==> src/rtl/rv32i_types.sv <==
// Shared RV32I types: multiply op encoding plus the multiply issue controller's
// state type and default watchdog limit.
package rv32i_types;

  typedef enum logic [1:0] {
    MUL    = 2'b00,
    MULH   = 2'b01,
    MULHSU = 2'b10,
    MULHU  = 2'b11
  } mul_ops;

  typedef enum logic [2:0] {
    MC_IDLE  = 3'd0,
    MC_ISSUE = 3'd1,
    MC_WAIT  = 3'd2,
    MC_RESP  = 3'd3,
    MC_DRAIN = 3'd4
  } mul_ctrl_state_t;

  localparam int MUL_WDOG_DEFAULT = 64;

endpackage

==> src/rtl/mul_result_cache.sv <==
// One-entry multiply result cache: tag {rs1, rs2, op} plus 32-bit product.
// Lookup is combinational against the live EX operands; the entry is cleared only by rst.
module mul_result_cache
  import rv32i_types::*;
#(
  parameter bit ENABLE = 1'b1
) (
  input  logic        clk,
  input  logic        rst,
  input  logic        wr_en_i,
  input  logic [31:0] wr_rs1_i,
  input  logic [31:0] wr_rs2_i,
  input  mul_ops      wr_op_i,
  input  logic [31:0] wr_data_i,
  input  logic [31:0] lk_rs1_i,
  input  logic [31:0] lk_rs2_i,
  input  mul_ops      lk_op_i,
  output logic        hit_o,
  output logic [31:0] rd_data_o
);

  logic        valid_q;
  logic [31:0] rs1_q;
  logic [31:0] rs2_q;
  mul_ops      op_q;
  logic [31:0] data_q;

  always_ff @(posedge clk) begin
    if (rst) begin
      valid_q <= 1'b0;
      rs1_q   <= '0;
      rs2_q   <= '0;
      op_q    <= MUL;
      data_q  <= '0;
    end else if (wr_en_i) begin
      valid_q <= 1'b1;
      rs1_q   <= wr_rs1_i;
      rs2_q   <= wr_rs2_i;
      op_q    <= wr_op_i;
      data_q  <= wr_data_i;
    end
  end

  assign hit_o     = ENABLE && valid_q && (rs1_q == lk_rs1_i) &&
                     (rs2_q == lk_rs2_i) && (op_q == lk_op_i);
  assign rd_data_o = data_q;

endmodule

==> src/rtl/mul_issue_ctrl.sv <==
// Sequencer between EX and the multi-cycle multiplier: latches operands, pulses start,
// stalls EX until the product returns, drops flushed results and serves repeats from a cache.
module mul_issue_ctrl
  import rv32i_types::*;
#(
  parameter bit CACHE_EN    = 1'b1,
  parameter int TIMEOUT_CYC = MUL_WDOG_DEFAULT
) (
  input  logic            clk,
  input  logic            rst,
  input  logic            ex_valid,
  input  mul_ops          ex_mulop,
  input  logic [31:0]     ex_rs1,
  input  logic [31:0]     ex_rs2,
  input  logic            flush,
  input  logic            mem_stall,
  output logic            ex_stall,
  output logic            result_valid,
  output logic [31:0]     result,
  output logic            mul_start,
  output logic [31:0]     mul_a,
  output logic [31:0]     mul_b,
  output mul_ops          mul_op,
  output logic            mul_load_bubble,
  output logic            mul_pipe_stalled,
  input  logic            mul_ready,
  input  logic            mul_done,
  input  logic [31:0]     mul_f,
  output logic            wdog_err,
  output mul_ctrl_state_t dbg_state
);

  localparam int          CW    = $clog2(TIMEOUT_CYC + 1);
  localparam logic [CW-1:0] TMO_C = CW'(TIMEOUT_CYC);

  mul_ctrl_state_t state_q, state_d;
  logic [31:0]     a_q, a_d;
  logic [31:0]     b_q, b_d;
  mul_ops          op_q, op_d;
  logic [31:0]     res_q, res_d;
  logic [CW-1:0]   cnt_q, cnt_d;
  logic            err_q, err_d;
  logic            cache_wr;
  logic            cache_hit;
  logic [31:0]     cache_data;
  logic            waiting;

  mul_result_cache #(
    .ENABLE(CACHE_EN)
  ) u_cache (
    .clk      (clk),
    .rst      (rst),
    .wr_en_i  (cache_wr),
    .wr_rs1_i (a_q),
    .wr_rs2_i (b_q),
    .wr_op_i  (op_q),
    .wr_data_i(mul_f),
    .lk_rs1_i (ex_rs1),
    .lk_rs2_i (ex_rs2),
    .lk_op_i  (ex_mulop),
    .hit_o    (cache_hit),
    .rd_data_o(cache_data)
  );

  always_ff @(posedge clk) begin
    if (rst) begin
      state_q <= MC_IDLE;
      a_q     <= '0;
      b_q     <= '0;
      op_q    <= MUL;
      res_q   <= '0;
      cnt_q   <= '0;
      err_q   <= 1'b0;
    end else begin
      state_q <= state_d;
      a_q     <= a_d;
      b_q     <= b_d;
      op_q    <= op_d;
      res_q   <= res_d;
      cnt_q   <= cnt_d;
      err_q   <= err_d;
    end
  end

  always_comb begin
    state_d         = state_q;
    a_d             = a_q;
    b_d             = b_q;
    op_d            = op_q;
    res_d           = res_q;
    cache_wr        = 1'b0;
    result_valid    = 1'b0;
    mul_start       = 1'b0;
    mul_load_bubble = 1'b1;
    unique case (state_q)
      MC_IDLE: begin
        if (ex_valid && !flush) begin
          if (cache_hit) begin
            res_d   = cache_data;
            state_d = MC_RESP;
          end else begin
            a_d     = ex_rs1;
            b_d     = ex_rs2;
            op_d    = ex_mulop;
            state_d = MC_ISSUE;
          end
        end
      end
      MC_ISSUE: begin
        // A flush here must not let the multiplier see a start it cannot complete.
        mul_load_bubble = 1'b0;
        mul_start       = !flush;
        if (flush)          state_d = MC_IDLE;
        else if (mul_ready) state_d = MC_WAIT;
      end
      MC_WAIT: begin
        if (flush) begin
          // A product arriving with the flush is already consumed; nothing left to drain.
          state_d = mul_done ? MC_IDLE : MC_DRAIN;
        end else if (mul_done) begin
          res_d    = mul_f;
          cache_wr = 1'b1;
          state_d  = MC_RESP;
        end
      end
      MC_RESP: begin
        result_valid = 1'b1;
        if (flush || !mem_stall) state_d = MC_IDLE;
      end
      MC_DRAIN: begin
        if (mul_done) state_d = MC_IDLE;
      end
      default: state_d = MC_IDLE;
    endcase
  end

  // Watchdog counts consecutive cycles spent waiting on the multiplier; the error is sticky.
  always_comb begin
    waiting = (state_q == MC_WAIT) || (state_q == MC_DRAIN);
    cnt_d   = '0;
    if (waiting) cnt_d = (cnt_q == TMO_C) ? cnt_q : cnt_q + CW'(1);
    err_d   = err_q || (cnt_d == TMO_C);
  end

  assign ex_stall         = ex_valid && (state_q != MC_RESP);
  assign result           = res_q;
  assign mul_a            = a_q;
  assign mul_b            = b_q;
  assign mul_op           = op_q;
  assign mul_pipe_stalled = 1'b0;
  assign wdog_err         = err_q;
  assign dbg_state        = state_q;

endmodule

==> config.mk <==
export PLATFORM = sky130hd
export DESIGN_NAME = mul_issue_ctrl
export DESIGN_NICKNAME = d
export VERILOG_FILES = /design/src/rtl/rv32i_types.sv /design/src/rtl/mul_result_cache.sv /design/src/rtl/mul_issue_ctrl.sv
export SDC_FILE = /design/constraint.sdc
export NUM_CORES = 1
export LEC_CHECK = 0
export ABC_AREA = 1
export CORE_MARGIN = 1
export CORE_UTILIZATION = 30
export CTS_BUF_LIST = sky130_fd_sc_hd__clkbuf_8
export DETAILED_ROUTE_END_ITERATION = 6
export DONT_BUFFER_PORTS = 1
export PLACE_DENSITY = 0.5
export SYNTH_ARGS = -nofsm -noshare
export SYNTH_HDL_FRONTEND = slang
export SYNTH_SLANG_ARGS = --single-unit
==> constraint.sdc <==
create_clock -name clk -period 3.05 [get_ports clk]
set_input_delay 0.4575 -clock clk [delete_from_list [all_inputs] [get_ports clk]]
set_output_delay 0.4575 -clock clk [all_outputs]
set_load 0.01 [all_outputs]
# Word-level counts from Yosys, hierarchy flattened
# Cells that the tools add are included.
[totals]
reg_bits = 208
latch_bits = 0
ramBits = 0
rom_bits = 0
inputBits = 105
out_inout_bits = 107
memories = 0
[op_classes]
addsub = 1
mul = 0
div_mod_pow = 0
n_lt_le_gt_ge = 0
eq_ne = 18
shift = 0
muxes = 23
bitwise = 1
reduce_logical = 15
[ops]
columns = ["operator", "n"]
rows = [
  ["32-bit 2-to-1 mux", 4],
  ["32-bit equality test", 2],
  ["32-bit case mux with 2 select lines", 1],
  ["3-bit 2-to-1 mux", 8],
  ["3-bit case mux with 5 select lines", 1],
  ["7-bit equality test (second input constant)", 2],
  ["7-bit 2-to-1 mux", 2],
  ["2-bit != test (second input constant)", 6],
  ["5-bit AND reduction", 2],
  ["7-bit by 1-bit adder with 7-bit output (second input constant)", 1],
  ["3-bit by 2-bit equality test with 1-bit output (second input constant)", 2],
  ["1-bit 2-to-1 mux", 6],
  ["3-bit != test (second input constant)", 2],
  ["1-bit logical AND", 5],
  ["3-bit by 1-bit equality test with 1-bit output (second input constant)", 1],
  ["3-bit equality test (second input constant)", 1],
  ["3-bit zero test", 1],
  ["1-bit logical OR", 3],
  ["3-bit by 2-bit != test with 1-bit output (second input constant)", 1],
  ["3-bit AND reduction", 1],
  ["2-bit equality test", 1],
  ["1-bit zero test", 2],
  ["2-bit 2-to-1 mux", 1],
  ["2-bit nonzero test", 1],
  ["1-bit NOT", 1],
]

# Logic depth before layout (Yosys ltp)
# Gate-level depths: netlist of run 1.
[depth]
word_depth = 7
ltp_mapped = 15
depth_no_buf = 14

# By module
# Synthesis of run 1 repeated with hierarchy kept, for this count alone.
[hier_totals]
hier_cells = 1303
area_unflattened_um2 = 9146.3
[by_module_without_submodules]
columns = ["module", "n_inst", "cells_each", "area_each_um2"]
rows = [
  ["mul_result_cache", 1, 658, 4650.7],
  ["mul_issue_ctrl", 1, 645, 4495.6],
]

# Worst setup path after synthesis of run 1
# No wires, ideal clock.
[synth_path]
path_type = "input-to-reg"
from = "in ex_rs2[30]"
to = "reg res_q[10], in the netlist result[10]"
setup_time_ps = 113
arrival_time_ps = 1676
path_slack_ps = 1261
path_stages = 12
n_path_buf = 1
path_cell_list = "xor2_1 nor2_1 nand2_1 nor2_1 nand2_1 nor2_2 nand3_2 nand2_2 nand2_4 buf_2 nor2_1 nor2_1"
[synth_via]
elab_chain_len = 5
[synth_rtl]
columns = ["element", "line", "text"]
rows = [
  ["start: declaration", "mul_issue_ctrl.sv:14", "input logic [31:0] ex_rs2,"],
  ["32-bit equality test", "mul_result_cache.sv:45", "(rs2_q == lk_rs2_i) && (op_q == lk_op_i);"],
  ["1-bit logical AND", "mul_result_cache.sv:44", "assign hit_o = ENABLE && valid_q && (rs1_q == lk_rs1_i) &&"],
  ["1-bit logical AND", "mul_result_cache.sv:45", ""],
  ["2-bit != test (no source line)", "-", ""],
  ["5-bit AND reduction (no source line)", "-", ""],
  ["end signal: assignment", "mul_issue_ctrl.sv:79", "res_q <= res_d;"],
  ["end: declaration", "mul_issue_ctrl.sv:40", "logic [31:0] res_q, res_d;"],
]
# No other way between the ends.
# A chain may end at the register's enable or synchronous reset.

# Worst setup path in the final report of run 1
[layout_path]
from = "reg u_cache.rs1_q[19]"
to = "reg a_q[4], in the netlist mul_a[4]"
[layout_via]
elab_chain_len = 6
[layout_rtl]
columns = ["element", "line", "text"]
rows = [
  ["start: declaration", "mul_result_cache.sv:23", "logic [31:0] rs1_q;"],
  ["start signal: assignment", "mul_result_cache.sv:37", "rs1_q <= wr_rs1_i;"],
  ["32-bit equality test", "mul_result_cache.sv:44", ""],
  ["1-bit logical AND (2 in series)", "mul_result_cache.sv:44", ""],
  ["1-bit logical AND", "mul_result_cache.sv:45", ""],
  ["1-bit NOT (no source line)", "-", ""],
  ["3-bit AND reduction (no source line)", "-", ""],
  ["end signal: assignment", "mul_issue_ctrl.sv:68", "a_q <= '0;"],
  ["end signal: assignment", "mul_issue_ctrl.sv:76", "a_q <= a_d;"],
  ["end: declaration", "mul_issue_ctrl.sv:37", "logic [31:0] a_q, a_d;"],
]
# No other way between the ends.

==> flow_summary_export.csv, run 1 <==
group,metric,value,unit
routing,vias,8173,
setup_path,critPathLaunchType,"flip-flop",
routing,final_antenna_net_count,0,
placed_design,io_buffer_count,0,
setup_path,crit_family,"simple AND/OR/NAND/NOR gates",
synth,ys_warn_count,0,
timing,hold_slack,58.5,ps
clocking,htree_levels,2,
die,initial_core_util,30.6,%
layout,antenna_cells,0,
timing,post-route-period-util,69.4,%
worst_hold_path,min_path_type,"in -> reg",
timing,fin_crit,2120,ps
die,die_w,179,um
layout,final_area,10500,sq um
routing,routed_via_density,4.47,
setup_path,endpoint_kind,"flip-flop",
global_routing,grt_pass1_wl,39800,um
setup_path,worstPathCellList,"inv_1 > nand2_1 > nand4_1 > nor2_1 > nand2_1 > nor2_2 > nand3_2 > nand3_4 > buf_12 > nand2_1 > nand2_1 > nor2_1",
routing,routedWlPerCell,13.9,um
layout,final_nets,1511,
die,die_h,179,um
setup_path,r2r_cells,12,
pwr,peakVddDrop,0.000272,V
timing,tightest_slew,1080,ps
global_routing,grt_max_degree,148,
timing,rsz0062_at_grt,"no",
die,io_pins,212,
timing,hold_viol,0,
clocking,numClockSinks,208,
synth,ys_seq_area_share,44.6,%
setup_path,crit_top_cell,"nand2_1",
setup_path,r2r_start,"u_cache.rs1_q[19]",
placed_design,placed_area,9690,sq um
clocking,cts-root-buf,"clkbuf_8",
clocking,cts_resized,0,
die,fp-row-count,64,
timing,max_freq,0.472,GHz
routing,drt_pass1_iterations,6,
routing,drc,0,
synth,synth_top_cell_by_area,"dfxtp_1",
global_routing,grt.total_usage,15.8,%
timing,slew_viol_final,0,
clocking,clkTransAtPathRegs,60,ps
layout,fin_util,34.4,%
synth,synth_top_area_share,44.6,%
synth,syn_avg_cell_area,6.60,sq um
routing,drt_wl_total,25500,um
global_routing,grt_pass1_vias,7673,
global_routing,antenna_found_initial,0,
synth,syn_nets,1524,
synth,synth-seq-cells,208,
setup_path,crit_path_end,"mul_a[4]",
setup_path,critPathArrivalTime,2530,ps
timing,setup_tns,0,ps
setup_path,regToRegSetupSlack,930,ps
clocking,insertion_delay,530,ps
pwr,p_per_area,636,nW/um^2
synth,syn_area,9350,sq um
global_routing,grt-ovfl-total,0,
pwr,p_leak,0.00511,uW
setup_path,cp_max_fo,33,
placed_design,dp.final_hpwl,16600,um
flow_run,maxCapViolCount,0,
run_status,outcome,"finished clean",
layout,drive_gt1_share,6.01,%
setup_path,path_class,"reg -> reg",
setup_path,slowest_stage,"dfxtp_1",
pwr,finalPower,6680,uW
clocking,cts_tree,"yes",
setup_path,max_stage_delay,350,ps
timing,setup_viol,0,
die,dieArea,31900,sq um
clocking,cts_buffers,41,
timing,slew_headroom,28.0,%
synth,synth_area_leaders,"dfxtp_1, nand2_1, nor2_1",
setup_path,critical_path_buf_inv_count,2,
routing,drt-initial-drc-count,343,
setup_path,critical_path_depth,12,
synth,synthCells,1417,
placed_design,routabilityCongestion,0.771,
setup_path,r2r-end,"mul_a[4]",
setup_path,worstPathRequired,3460,ps
setup_path,cp-startpoint,"u_cache.rs1_q[19]",
timing,skew,19.4,ps
synth,ys_types,33,
layout,area_delta_synth_final,12.5,%
die,core,30600,sq um
clocking,cts_buffer_depth,3,
## area by class of cell
type / instances / area (sq um)
Tap cell: 396 / 495
Inverter: 168 / 633
Multi-Input combinational cell: 969 / 4230
Timing Repair Buffer: 16 / 185
Fill cell: 3319 / 20100
Sequential cell: 208 / 4160
Clock buffer: 48 / 661
Clock inverter: 23 / 146
## per-stage QoR
step,setup slack (ps),cells
after global placement,846,1756
final,932,1828
after detailed placement,852,1756
after floorplan,1260,1417
after CTS,910,1828
after global routing,626,1828
## sequential cells by signal (all words and copies together), names as in the netlist
| name | cells |
|---|---|
| cnt_q | 7 |
| dbg_state | 3 |
| mul_a | 32 |
| mul_b | 32 |
| mul_op | 2 |
| result | 32 |
| u_cache.op_q | 2 |
| u_cache.rd_data_o | 32 |
| u_cache.rs1_q | 32 |
| u_cache.rs2_q | 32 |
| u_cache.valid_q | 1 |
| wdog_err | 1 |
## worst min-delay path by stage
stage               startpoint               endpoint  slack [ps]  cells after the start
2_1_floorplan  u_cache.valid_q        u_cache.valid_q         440                      2
3_3_place_gp   u_cache.valid_q        u_cache.valid_q         440                      2
3_5_place_dp   u_cache.valid_q        u_cache.valid_q         450                      2
4_1_cts              mul_f[31]  u_cache.rd_data_o[31]          20                      2
5_1_grt               mul_f[7]   u_cache.rd_data_o[7]          30                      2
6_report             mul_f[31]  u_cache.rd_data_o[31]          60                      2
## metal layers
metal	track usage [%]	part of all wire, %	vias to the layer above
li1	-	-	4311
met1	19.8	45	3640
met2	25.0	44	184
met3	5.99	8.9	38
met4	4.56	1.9	0
met5	0	0	-
## worst register-to-register path, cell delays in order (launching register included)
cell and delay (ps):
dfxtp_1 350, inv_1 50, nand2_1 140, nand4_1 180
nor2_1 150, nand2_1 80, nor2_2 190, nand3_2 160
nand3_4 300, buf_12 230, nand2_1 100, nand2_1 60
nor2_1 40
## timing repair
action                                 CTS  global route
buffers inserted                         0             0
hold buffers                             1             0
endpoints found under the hold margin   22             0
## cell usage after synthesis (all sizes together)
cell type / instances
a21oi: 85
a31oi: 2
buf: 29
clkbuf: 43
clkinv: 2
conb: 1
dfxtp: 208
ha: 2
inv: 166
mux2i: 9
nand2: 375
nand3: 17
nand3b: 2
nand4: 22
nor2: 316
nor3: 5
o21ai: 106
o22ai: 1
o31ai: 1
or2: 3
xnor2: 15
xor2: 7
## cell usage in the layout, fill, tap and decap left out, types with 2 or more instances in the layout
master     instances
a21oi_1           84
a31oi_1            2
buf_12             5
buf_4             10
bufinv_16          2
clkbuf_8          48
clkinv_1           2
clkinv_2           3
dfxtp_1          208
ha_1               2
inv_1            179
inv_2              3
mux2i_1            9
nand2_1          371
nand2_2            3
nand3_1           15
nand3b_1           2
nand4_1           22
nor2_1           313
nor2_2             2
nor3_1             5
o21ai_0          101
o21ai_1            5
or2_2              3
xnor2_1           15
xor2_1             7
## power by group
| part | internal, uW | switching, uW |
|---|---|---|
| clock | 1590 | 1210 |
| sequential | 2900 | 208 |
| combinational | 264 | 513 |
| total | 4750 | 1930 |
## logic make-up after synthesis
family | synth area share (%)
DFF | 44.6
and+or+nand+nor | 31.1
other | 0.0401
adders and majority gates | 0.268
buffers and inverters | 10.4
muxes | 0.964
AOI/OAI and AO/OA | 10.6
xor gates and xnor gates | 2.06
No activity file was read; power rests on OpenSTA's default activity.
==> inputs of run 2 (changes only) <==
==> constraint.sdc (replaced) <==
create_clock -name clk -period 2.05 [get_ports clk]
set_input_delay 0.3075 -clock clk [delete_from_list [all_inputs] [get_ports clk]]
set_output_delay 0.3075 -clock clk [all_outputs]
set_load 0.01 [all_outputs]
==> flow_summary_export.csv, run 2 (synthesized netlist as in run 1, its figures left out) <==
group,metric,value,unit
run_status,outcome,"finished clean",
timing,post-route-period-util,95.5,%
setup_path,crit_family,"simple AND/OR/NAND/NOR gates",
clocking,cts_buffer_depth,3,
routing,final_antenna_net_count,0,
setup_path,critical_path_buf_inv_count,3,
layout,final_nets,1637,
setup_path,worstPathRequired,2500,ps
clocking,htree_levels,2,
routing,vias,8802,
layout,mostFrequentLayoutCell,"nand2_1",
setup_path,endpoint_kind,"flip-flop",
die,core,30600,sq um
die,dieArea,31900,sq um
setup_path,critPathArrivalTime,2410,ps
timing,rsz0062_at_grt,"yes",
setup_path,regToRegSetupSlack,90,ps
routing,routedWlPerCell,14.8,um
global_routing,grt-ovfl-total,0,
timing,slew_headroom,25.3,%
placed_design,dp.final_hpwl,17000,um
pwr,p_per_area,838,nW/um^2
setup_path,path_class,"reg -> reg",
clocking,numClockSinks,208,
layout,layout_common_cells,"nand2_1, nor2_1, dfxtp_1, inv_1, dlygate4sd3_1",
pwr,peakVddDrop,0.000491,V
global_routing,grtUsageMet3,4.13,%
layout,antenna_cells,0,
global_routing,grt_pass1_wl,42300,um
setup_path,critPathLaunchType,"flip-flop",
die,io_pins,212,
clocking,clkTransAtPathRegs,60,ps
die,initial_core_util,30.6,%
global_routing,gr-max-usage-layer,"met2",
routing,drt_wl_total,28700,um
layout,drive_gt1_share,9.55,%
pwr,finalPower,10000,uW
placed_design,routabilityCongestion,0.765,
routing,drc,0,
die,die_h,179,um
pwr,p_leak,0.00571,uW
layout,fin_util,39.2,%
global_routing,grt.total_usage,16.7,%
placed_design,placed_cells,1766,
routing,drt_pass1_iterations,5,
timing,tightest_slew,1120,ps
setup_path,crit_top_cell,"nand3_4",
clocking,cts_buffers,40,
setup_path,cp_max_fo,6,
routing,routed_via_density,4.53,
global_routing,antenna_found_initial,0,
setup_path,slowest_stage,"dfxtp_2",
timing,fin_crit,1960,ps
layout,area_delta_synth_final,28.2,%
setup_path,worstPathCellList,"inv_1 > nand2_2 > nand4_1 > nor2_1 > nand2_1 > nor2_4 > nand3_4 > nand3_4 > buf_12 > clkbuf_16 > nand2_4 > a21oi_2",
flow_run,maxCapViolCount,0,
routing,drt-initial-drc-count,391,
clocking,cts_tree,"yes",
die,die_w,179,um
global_routing,met1_usage,21.6,%
clocking,cts-root-buf,"clkbuf_8",
die,fp-row-count,64,
timing,hold_slack,31.9,ps
global_routing,grt_pass1_vias,8191,
timing,hold_viol,0,
timing,max_freq,0.511,GHz
placed_design,io_buffer_count,0,
timing,setup_viol,0,
global_routing,grtUsageMet2,27.0,%
timing,skew,33.3,ps
clocking,insertion_delay,540,ps
timing,slew_viol_final,0,
layout,layout.cells.non_filler,1945,
worst_hold_path,min_path_type,"in -> reg",
setup_path,max_stage_delay,330,ps
global_routing,grt_max_degree,101,
run 2: path summary, 6_finish.rpt:
path,end,cells past startpoint,start
setup reg to reg,mul_a[30],12,u_cache.rs1_q[19]
hold reg to reg,u_cache.valid_q,2,u_cache.valid_q
setup / recovery,mul_a[30],12,u_cache.rs1_q[19]
hold / removal,result[26],4,mul_f[26]
run 2: repair_timing:
action | 4_1_cts | 5_1_grt
pin swaps | 1 | 25
hold buffers | 101 | 0
gates cloned | 0 | 11
setup endpoints to repair | 5 | 98
buffers inserted | 0 | 6
hold endpoints to repair | 122 | 0
resized for setup | 0 | 52
run 2: where the power goes:
group	internal [uW]	total [uW]	switching (uW)	leakage [uW]
Combinational	681	1580	901	0.00361
Sequential	4310	4610	301	0.00169
Clock	2070	3850	1780	0.000405
run 2: layout make-up:
| cell class | count | area (sq um) |
|---|---|---|
| clock inverter | 17 | 103 |
| fill | 3243 | 18600 |
| clock buffer | 44 | 606 |
| multi-input combinational | 969 | 4340 |
| inverter | 168 | 633 |
| sequential | 208 | 4180 |
| timing repair buffer | 143 | 1630 |
| tap | 396 | 495 |
run 2: routing by layer:
| metal | vias up | wire, um |
|---|---|---|
| met1 | 3972 | 13300 |
| met3 | 57 | 1870 |
| met5 | - | 0 |
| li1 | 4559 | - |
| met4 | 0 | 727 |
| met2 | 214 | 12800 |
run 2: worst register-to-register path, cell delays in order (launching register included):
cell and delay [ps]:
dfxtp_2 330, inv_1 50, nand2_2 80, nand4_1 190, nor2_1 200, nand2_1 110
nor2_4 150, nand3_4 110, nand3_4 170, buf_12 170, clkbuf_16 170, nand2_4 50
a21oi_2 120
run 2: stage by stage:
| stage | worst slack, ps | setup TNS (ps) | cell area (sq um) |
|---|---|---|---|
| after floorplan | 369 | 0 | 9350 |
| after global placement | 27.9 | 0 | 9810 |
| after detailed placement | -2.49 | -4.17 | 9810 |
| after CTS | 2.67 | 0 | 11500 |
| after global routing | -21.5 | -277 | 12000 |
| final | 92.6 | 0 | 12000 |
==> inputs of run 3 (changes only) <==
--- a/config.mk
+++ b/config.mk
@@ -12,6 +12,8 @@
 export DETAILED_ROUTE_END_ITERATION = 6
 export DONT_BUFFER_PORTS = 1
 export PLACE_DENSITY = 0.5
+export SKIP_LAST_GASP = 1
 export SYNTH_ARGS = -nofsm -noshare
 export SYNTH_HDL_FRONTEND = slang
+export SYNTH_HIERARCHICAL = 1
 export SYNTH_SLANG_ARGS = --single-unit
==> constraint.sdc (replaced) <==
create_clock -name clk -period 1.9 [get_ports clk]
set_input_delay 0.285 -clock clk [delete_from_list [all_inputs] [get_ports clk]]
set_output_delay 0.285 -clock clk [all_outputs]
set_load 0.01 [all_outputs]
==> flow_summary_export.csv, run 3 <==
group,metric,value,unit
setup_path,critical_path_depth,16,
die,die_w,177,um
layout,area_delta_synth_final,39.8,%
routing,drt-initial-drc-count,481,
pwr,p_leak,0.00529,uW
synth,yosys-top-cells-count,"nand2_1, nor2_1, dfxtp_1, inv_1, o21ai_1",
run_status,violations,"negative hold slack, negative setup slack",
routing,drc,0,
setup_path,critical_path_buf_inv_count,5,
routing,drt_pass1_iterations,5,
timing,hold_slack,-158,ps
clocking,cts-root-buf,"clkbuf_8",
synth,syn_nets,1410,
synth,synth-seq-cells,208,
synth,syn_avg_cell_area,7.02,sq um
die,die_h,177,um
setup_path,slowest_stage,"dfxtp_1",
synth,ys_seq_area_share,45.5,%
placed_design,io_buffer_count,0,
placed_design,dp.final_hpwl,19100,um
synth,synth-async-reset-ratio,0,%
global_routing,grt_max_degree,110,
timing,fin_crit,2090,ps
clocking,cts_buffers,41,
flow_run,maxCapViolCount,0,
synth,synth.most_common_cell,"nand2_1",
die,dieArea,31200,sq um
pwr,peakVddDrop,0.000581,V
synth,synth_top_area_share,45.5,%
timing,post-route-period-util,110,%
synth,synthCells,1303,
setup_path,endpoint_kind,"flip-flop",
timing,rsz0062_at_grt,"yes",
worst_hold_path,whs_path_depth,1,
routing,drt_wl_total,32300,um
die,fp-row-count,63,
setup_path,cp_max_fo,8,
routing,final_antenna_net_count,0,
global_routing,antenna_found_initial,0,
clocking,htree_levels,2,
setup_path,critPathLaunchType,"flip-flop",
clocking,clkTransAtPathRegs,60,ps
timing,max_freq,0.478,GHz
synth,synth_area_leaders,"dfxtp_1, nand2_1, nor2_1",
setup_path,path_class,"reg -> reg",
layout,mostFrequentLayoutCell,"nand2_1",
routing,routedWlPerCell,17.1,um
layout,antenna_cells,0,
global_routing,grt-ovfl-total,0,
global_routing,grt.total_usage,19.6,%
setup_path,worstPathCellList,"inv_1 > nand2_1 > nand2_1 > nor2_1 > nand2_2 > nor2_2 > nand3_2 > nor2_4 > buf_6 > nand2_4 > inv_4 > o21ai_4 > clkinv_4 > clkbuf_16 > nor2_4 > nor2_1",
setup_path,worstPathRequired,2310,ps
synth,ys_types,30,
global_routing,grt_pass1_vias,8285,
layout,final_nets,1582,
routing,vias,8728,
layout,fin_util,42.9,%
timing,slew_viol_final,0,
pwr,p_per_area,1050,nW/um^2
synth,synth_top_cell_by_area,"dfxtp_1",
setup_path,critPathArrivalTime,2500,ps
timing,setup_viol,98,
clocking,cts_tree,"yes",
global_routing,grt_pass1_wl,47000,um
timing,hold_viol,48,
clocking,numClockSinks,208,
timing,skew,30.1,ps
setup_path,r2r_cells,16,
die,core,29800,sq um
placed_design,routabilityCongestion,0.808,
synth,synth-edff-count,0,
routing,routed_via_density,4.61,
synth,ys_warn_count,6,
setup_path,crit_family,"simple AND/OR/NAND/NOR gates",
clocking,cts_buffer_depth,3,
timing,setup_ws,-190,ps
clocking,insertion_delay,540,ps
layout,layout_common_cells,"nand2_1, nor2_1, dfxtp_1, inv_1, dlygate4sd3_1",
synth,syn_area,9150,sq um
setup_path,max_stage_delay,310,ps
layout,drive_gt1_share,21.5,%
synth,synth_ff_type,"dfxtp_1",
worst_hold_path,min_path_type,"in -> reg",
die,initial_core_util,30.7,%
run_status,outcome,"finished, violations left",
die,io_pins,212,
run 3: layout make-up:
class                      count  area, sq um
inverter                     106          428
multi-input combinational    919         4600
timing repair buffer         199         2310
sequential                   208         4180
fill                        2998        17000
clock inverter                20         88.8
tap                          390          488
clock buffer                  50          688
run 3: cells by family after synthesis:
logic type / share of synthesized area [%]
fa+ha+maj: 0.274
flops: 45.5
simple gates: 28.4
compound gates: 15.3
other cells: 0.0410
buf+inv: 8.71
xor+xnor: 1.72
run 3: worst paths after layout:
| path | slack [ps] | start | to |
|---|---|---|---|
| min | -160 | rst | wdog_err |
| min reg2reg | 460 | u_cache/rd_data_o[1] | u_cache/rd_data_o[1] |
| max reg2reg | -190 | u_cache/rs2_q[2] | result[20] |
| max | -190 | u_cache/rs2_q[2] | result[20] |
run 3: power breakdown:
| group | internal, uW | switching, uW | leakage [uW] | total [uW] |
|---|---|---|---|---|
| combinational | 1710 | 1950 | 0.00315 | 3660 |
| sequential | 4860 | 627 | 0.00170 | 5490 |
| clock | 2360 | 1920 | 0.000448 | 4280 |
run 3: what timing repair did:
action | in CTS | in global routing
resized for setup | 80 | 122
pin swaps | 16 | 24
hold buffers | 98 | 1
endpoints found under the setup margin | 99 | 103
gates cloned | 10 | 8
hold endpoints to repair | 198 | 100
buffers inserted | 9 | 1
run 3: routing by layer:
metal | global-route usage [%] | vias up | routed length [um]
li1 | - | 4457 | -
met1 | 25.0 | 3958 | 14200
met2 | 31.2 | 263 | 14900
met3 | 5.75 | 50 | 2450
met4 | 7.00 | 0 | 776
met5 | 0 | - | 0
run 3: stage by stage:
step	instances	power [uW]	setup slack, ps	area, sq um	setup TNS, ps
global route	1892	14200	-300	12800	-24160
global placement	1699	8110	-226	9980	-18600
floorplan	1303	7200	207	9150	0
CTS	1885	13300	-129	12300	-10260
detailed placement	1699	8160	-244	9980	-19240
finish	1892	13400	-190	12800	-10910
